`src/rtl/alu_pipe.sv`:
```
// alu_pipe: two-stage valid/ready pipelined ALU (8 ops, carry/borrow and zero flags).
// Define ALU_PIPE_SAT_EN to saturate ADD on carry (all-ones) and SUB on borrow (zero).
module alu_pipe #(
    parameter int WIDTH = 8,
    parameter int OP_W  = 3
) (
    input  logic             clk,
    input  logic             resetn,
    input  logic [WIDTH-1:0] a_in,
    input  logic [WIDTH-1:0] b_in,
    input  logic [OP_W-1:0]  op_in,
    input  logic             valid_in,
    output logic             ready_in,
    output logic [WIDTH-1:0] result_out,
    output logic             carry_out,
    output logic             zero_out,
    output logic             valid_out,
    input  logic             ready_out
);
    localparam logic [OP_W-1:0] OP_PASS_A = 3'b000;
    localparam logic [OP_W-1:0] OP_PASS_B = 3'b001;
    localparam logic [OP_W-1:0] OP_ADD    = 3'b010;
    localparam logic [OP_W-1:0] OP_SUB    = 3'b011;
    localparam logic [OP_W-1:0] OP_AND    = 3'b100;
    localparam logic [OP_W-1:0] OP_OR     = 3'b101;
    localparam logic [OP_W-1:0] OP_XOR    = 3'b110;
    localparam logic [OP_W-1:0] OP_NOT_A  = 3'b111;

    logic [WIDTH-1:0] s1_a_r;
    logic [WIDTH-1:0] s1_b_r;
    logic [OP_W-1:0]  s1_op_r;
    logic             s1_valid_r;
    logic [WIDTH-1:0] res_r;
    logic             carry_r;
    logic             zero_r;
    logic             valid_r;

    logic             s2_adv_s;
    logic             s1_adv_s;
    logic [WIDTH:0]   sum_s;
    logic [WIDTH:0]   diff_s;
    logic [WIDTH-1:0] res_s;
    logic             carry_s;
    logic             zero_s;

    // Handshake: ready_in is combinational from ready_out through both stage-advance terms.
    always_comb begin
        s2_adv_s = ~valid_r | ready_out;
        s1_adv_s = ~s1_valid_r | s2_adv_s;
    end

    assign ready_in   = s1_adv_s;
    assign result_out = res_r;
    assign carry_out  = carry_r;
    assign zero_out   = zero_r;
    assign valid_out  = valid_r;

    // Stage-2 datapath: WIDTH+1-bit arithmetic so bit WIDTH is the carry or borrow.
    always_comb begin
        sum_s   = {1'b0, s1_a_r} + {1'b0, s1_b_r};
        diff_s  = {1'b0, s1_a_r} - {1'b0, s1_b_r};
        res_s   = {WIDTH{1'b0}};
        carry_s = 1'b0;
        case (s1_op_r)
            OP_PASS_A: res_s = s1_a_r;
            OP_PASS_B: res_s = s1_b_r;
            OP_ADD: begin
                carry_s = sum_s[WIDTH];
`ifdef ALU_PIPE_SAT_EN
                if (sum_s[WIDTH]) begin
                    res_s = {WIDTH{1'b1}};
                end else begin
                    res_s = sum_s[WIDTH-1:0];
                end
`else
                res_s = sum_s[WIDTH-1:0];
`endif
            end
            OP_SUB: begin
                carry_s = diff_s[WIDTH];
`ifdef ALU_PIPE_SAT_EN
                if (diff_s[WIDTH]) begin
                    res_s = {WIDTH{1'b0}};
                end else begin
                    res_s = diff_s[WIDTH-1:0];
                end
`else
                res_s = diff_s[WIDTH-1:0];
`endif
            end
            OP_AND:   res_s = s1_a_r & s1_b_r;
            OP_OR:    res_s = s1_a_r | s1_b_r;
            OP_XOR:   res_s = s1_a_r ^ s1_b_r;
            OP_NOT_A: res_s = ~s1_a_r;
            default: begin
                res_s   = {WIDTH{1'b0}};
                carry_s = 1'b0;
            end
        endcase
        zero_s = (res_s == {WIDTH{1'b0}});
    end

    // Stage-1 register: captures operands only for accepted transactions.
    always_ff @(posedge clk or negedge resetn) begin
        if (!resetn) begin
            s1_a_r     <= {WIDTH{1'b0}};
            s1_b_r     <= {WIDTH{1'b0}};
            s1_op_r    <= {OP_W{1'b0}};
            s1_valid_r <= 1'b0;
        end else if (s1_adv_s) begin
            s1_valid_r <= valid_in;
            if (valid_in) begin
                s1_a_r  <= a_in;
                s1_b_r  <= b_in;
                s1_op_r <= op_in;
            end
        end
    end

    // Stage-2 register: a bubble clears valid but leaves the data registers untouched.
    always_ff @(posedge clk or negedge resetn) begin
        if (!resetn) begin
            res_r   <= {WIDTH{1'b0}};
            carry_r <= 1'b0;
            zero_r  <= 1'b0;
            valid_r <= 1'b0;
        end else if (s2_adv_s) begin
            valid_r <= s1_valid_r;
            if (s1_valid_r) begin
                res_r   <= res_s;
                carry_r <= carry_s;
                zero_r  <= zero_s;
            end
        end
    end
endmodule

```
`config.mk`:
```
export PLATFORM = sky130hd
export DESIGN_NAME = alu_pipe
export DESIGN_NICKNAME = d
export VERILOG_FILES = /design/src/rtl/alu_pipe.sv
export SDC_FILE = /design/constraint.sdc
export NUM_CORES = 1
export LEC_CHECK = 0
export ABC_AREA = 1
export CORE_MARGIN = 2
export CORE_UTILIZATION = 45
export DETAILED_ROUTE_END_ITERATION = 6
export PLACE_DENSITY_LB_ADDON = 0.25
export SYNTH_ARGS = -nofsm -noshare
export SYNTH_HDL_FRONTEND = slang
export SYNTH_SLANG_ARGS = --single-unit
```
`constraint.sdc`:
```
create_clock -name clk -period 2.6 [get_ports clk]
set_clock_uncertainty 0.15 [all_clocks]
set_input_delay 0.78 -clock clk [delete_from_list [all_inputs] [get_ports clk]]
set_output_delay 0.78 -clock clk [all_outputs]
set_load 0.1 [all_outputs]
```
## Yosys cells after proc, flatten, opt, wreduce, memory -nomap -nowiden

Cells that the tools add are included.

- Add/sub/neg operators: 2
- $mul: 0
- Divide/modulo/power cells: 0
- Order comparisons: 0
- Equality and inequality tests: 7
- Shifts and indexed selects: 0
- Mux-type cells: 2
- Bitwise logic cells: 8
- Reductions and logical operators: 4

Operators by type and width:

| kind | number |
|---|---|
| $pmux 8 s8 | 1 |
| $eq 3x3->1 const B | 4 |
| $add 8x8->9 | 1 |
| $sub 8x8->9 | 1 |
| $and 8x8->8 | 1 |
| $logic_not 8->1 | 1 |
| $not 8->8 | 1 |
| $or 8x8->8 | 1 |
| $xor 8x8->8 | 1 |
| $eq 3x2->1 const B | 2 |
| $reduce_and 2->1 | 2 |
| $eq 3x1->1 const B | 1 |
| $logic_not 3->1 | 1 |
| $not 1->1 | 2 |
| $or 1x1->1 | 2 |
| $pmux 1 s2 | 1 |

- Bits in registers: 31
- Latch bits: 0
- Memory bits (writable): 0
- Memory bits (read-only): 0
- Output and inout port bits: 12
- Word-level logic and storage cells: 31
- Memories kept: 0

## Longest topological paths before layout

- Depth after elaboration: 4
- Gate-level depth with buffers: 15

## Least setup slack after synthesis

No wires, ideal clock.

- Kind: register to register
- From: register valid_r, in the netlist valid_out
- To: register s1_valid_r
- Arrival time: 2.739 ns
- Data required time: 2.288 ns
- Setup slack: -0.451 ns
- Stages on the path, launching flop included: 6
- Buffers on the path: 2
- Cell sequence: dfrtp_1 -> nand3_1 -> nand2_1 -> buf_2 -> buf_2 -> nand2_1

- Longest elaborated chain between the ends: 3

Ends and longest elaborated chain:

| item | RTL line | RTL |
|---|---|---|
| from (decl) | 36 | `logic valid_r;` |
| from (signal assigned) | 128 | `valid_r <= s1_valid_r;` |
| $not 1->1 | 48 | `s2_adv_s = ~valid_r \| ready_out;` |
| $or 1x1->1 | 48 |  |
| $or 1x1->1 | 49 | `s1_adv_s = ~s1_valid_r \| s2_adv_s;` |
| via ready_in | 13 | `output logic ready_in,` |
| to (signal assigned) | 111 | `s1_valid_r <= valid_in;` |
| to (decl) | 32 | `logic s1_valid_r;` |

The timed path passes the listed nets, and every way through them passes these cells.
A chain may end at the register's enable or synchronous reset.

## Worst setup path after layout

- From: input ready_out
- To: output ready_in

- Longest elaborated chain between the ends: 2

Ends and longest elaborated chain:

| item | RTL line | RTL |
|---|---|---|
| from (decl) | 18 | `input logic ready_out` |
| $or 1x1->1 | 48 |  |
| $or 1x1->1 | 49 |  |
| to (decl) | 13 |  |

No other way between the ends.

==> metrics.cfg <==
[status]
outcome = completed

[timing]
final-setup-viol-count = 0
fmax_mhz = 402
slew_viol_final = 0
final.setup.tns_ns = 0
slew_headroom_pct = 67.5
finalHoldViolations = 0
layout_min_cycle_time_ns = 2.49
fin_crit_sh_pct = 95.6
rsz0062_at_grt = false
worstMarginPinSlew_ns = 0.488

[synth]
yosysSeqAreaShare_pct = 29.8
synth_edf_count = 0
synthCells = 370
synthesis.nets = 419
avgSynthCellArea_sq_um = 7.03
synth_seq_cells = 31
synth_top_area_cell = dfrtp_1
yosysWarnings = 0
async_flop_share_pct = 100
yosys.area.top_type_share_pct = 29.8
ys_types = 33
synth_area_leaders = dfrtp_1 30%, nand2_1 12%, ha_1 12%, nand3_1 7.5%, nor2_1 7.4%
yosys_most_used_dff = dfrtp_1
synth_area_sq_mm = 0.00260

[critical_path]
crit_fanout = 3
required_ns = 1.67
cp_slowest_cell = clkdlybuf4s50_1
r2r_end = zero_out$_DFFE_PN0P_
reg2reg_setup_slack_ns = 0.38
crit_type = primary input to output pin
crit_start = ready_out
worstReg2RegStart = s1_a_r[2]$_DFFE_PN0P_
crit_path_end = ready_in
reg2reg_depth = 13
crit_path_cell_trace = clkdlybuf4s50_1 -> inv_1 -> nand3_4 -> buf_12
worstSetupStartpointType = primary input
max_stage_delay_ns = 0.45
crit_path_end_kind = output pin
crit_arrival_ns = 1.56

[power_and_ir_drop]
seqPwrFrac_pct = 24.8
vdd_drop_max_uv = 589
total_leakage_power_nw = 1.57
pwr-share-comb_pct = 57.2
power.switching_mw = 1.47
switching_share_pct = 52.2
p_clk_share_pct = 18.0
p_int_mw = 1.35
power_density_mw_per_mm2 = 908

[layout]
diodes = 0
fin_area_sq_mm = 0.00310
final_cell_mix = 86 x nand2_1, 51 x nor2_1, 38 x nand3_1
drive_gt1_share_pct = 13.3
mostFrequentLayoutCell = nand2_1
area_delta_synth_final_pct = 19.2
fin_nets = 455
fillers = 556

[clock_network]
cts_root_buf = clkbuf_8
h-tree-depth = 2
post_cts_buffers = 0
cts_max_path_buffers = 2
clk_pin_slew_worst_paths_ns = 0.07
cts_resized = 0
clock-sinks = 31
cts_tree = built
clock_latency_ns = 0.28
hold_buffers = 0
numCtsBuffers = 5

[route]
wl_per_cell_um = 13.8
drc = 0
drt_iter0_drc = 164
wl_um = 6590
drtPass1Iterations = 5
vias = 2557
drtAntennaViolNets = 0
vias_per_cell = 5.34

[floorplanning]
io_pins = 35
dieArea_sq_mm = 0.00640
die-width_um = 80.0
fp.dieH_um = 80.0
rows = 27
start_util_pct = 46.9
core_sq_mm = 0.00554

[grt]
grt_pass1_wl_um = 11100
grt_pass1_vias = 2366
grt_use_total_pct = 22.5
grt_max_degree = 32
antenna_found_initial = 0
grt-ovfl-total = 0

[placed_design]
dp_hpwl_um = 5070
placed_area_sq_mm = 0.00298
gp_congestion = 0.953
portBuffers = 34

[worst_hold_path]
hp-class = register to register

[job]
maxCapViolCount = 0

[flip-flops by register name, indices dropped and copies added (netlist names)]
register / flops
s1_op_r: 3
s1_valid_r: 1
zero_out: 1
valid_out: 1
carry_out: 1
s1_b_r: 8
result_out: 8
s1_a_r: 8
[per-layer routing]
layer,share of wire [%],vias to the layer above,wire length [um],track usage [%]
met4,2.9,0,191,9.32
met5,0,-,0,0
met1,45,1186,2950,30.4
li1,-,1265,-,-
met2,46,89,3050,35.8
met3,6.1,17,401,3.28
[synthesized netlist by cell type, types with 2 or more instances]
| cell type | n |
|---|---|
| a21oi_1 | 26 |
| buf_6 | 5 |
| fa_1 | 2 |
| nand3_2 | 3 |
| buf_4 | 2 |
| inv_1 | 36 |
| buf_2 | 2 |
| nand2_2 | 5 |
| clkbuf_1 | 2 |
| o21ai_0 | 15 |
| nand4_1 | 10 |
| nor2_4 | 2 |
| nand2_1 | 86 |
| nand3_1 | 39 |
| dfrtp_1 | 31 |
| nor3_1 | 2 |
| nor2_2 | 5 |
| o22ai_1 | 3 |
| inv_2 | 6 |
| nor2_1 | 51 |
| nand3_4 | 2 |
| ha_1 | 24 |
[cells by family after synthesis]
| kind of cell | after synthesis | share of synthesized area, % |
|---|---|---|
| and+or+nand+nor | 208 | 36.8 |
| buffers and inverters | 55 | 9.96 |
| AOI/OAI and AO/OA | 50 | 10.3 |
| DFF | 31 | 29.8 |
| adders and majority gates | 26 | 13.1 |
[final cells by class]
| class | count | area (sq um) | share of cell area, % |
|---|---|---|---|
| Clock buffer | 6 | 82.6 | 2.66 |
| Timing Repair Buffer | 40 | 368 | 11.9 |
| Clock inverter | 2 | 35.0 | 1.13 |
| Multi-Input combinational cell | 284 | 1580 | 50.9 |
| Sequential cell | 31 | 776 | 25.0 |
| Tap cell | 72 | 90.1 | 2.91 |
| Inverter | 44 | 170 | 5.49 |
[power groups by stage]
stage / combinational, mW / clock [mW] / sequential, mW
after global routing: 1.75 / 0.535 / 0.717
after global placement: 1.59 / 0 / 0.704
after CTS: 1.61 / 0.520 / 0.699
after floorplan: 0.762 / 0 / 1.19
after detailed placement: 1.60 / 0 / 0.708
final: 1.61 / 0.506 / 0.699
[how the worst min path moves through the flow]
| stage | cells after the start | slack (ns) | start | endpoint |
|---|---|---|---|---|
| detailed placement | 2 | 0.32 | result_out[6]$_DFFE_PN0P_ | result_out[6]$_DFFE_PN0P_ |
| global route | 2 | 0.36 | result_out[4]$_DFFE_PN0P_ | result_out[4]$_DFFE_PN0P_ |
| floorplan | 0 | 0.33 | resetn | carry_out$_DFFE_PN0P_ |
| global placement | 2 | 0.32 | result_out[5]$_DFFE_PN0P_ | result_out[5]$_DFFE_PN0P_ |
| finish | 2 | 0.34 | result_out[2]$_DFFE_PN0P_ | result_out[2]$_DFFE_PN0P_ |
| CTS | 2 | 0.34 | result_out[4]$_DFFE_PN0P_ | result_out[4]$_DFFE_PN0P_ |
[stage by stage]
step | setup slack [ns] | power (mW) | utilization [%] | hold slack (ns) | cells
after floorplan | 0.224 | 1.95 | - | 0.334 | 370
after global placement | 0.118 | 2.30 | 53.8 | 0.318 | 471
after detailed placement | 0.107 | 2.31 | 53.8 | 0.325 | 471
after CTS | 0.110 | 2.83 | 55.9 | 0.343 | 479
after global routing | 0.0778 | 3.01 | 55.9 | 0.355 | 479
final | 0.115 | 2.81 | 55.9 | 0.338 | 479
[critical path, delay by kind of cell]
family | cells | cell delay, ns
buffers and inverters | 3 | 0.69
AND/OR/NAND/NOR | 1 | 0.08
(Power assumes the default switching activity.)
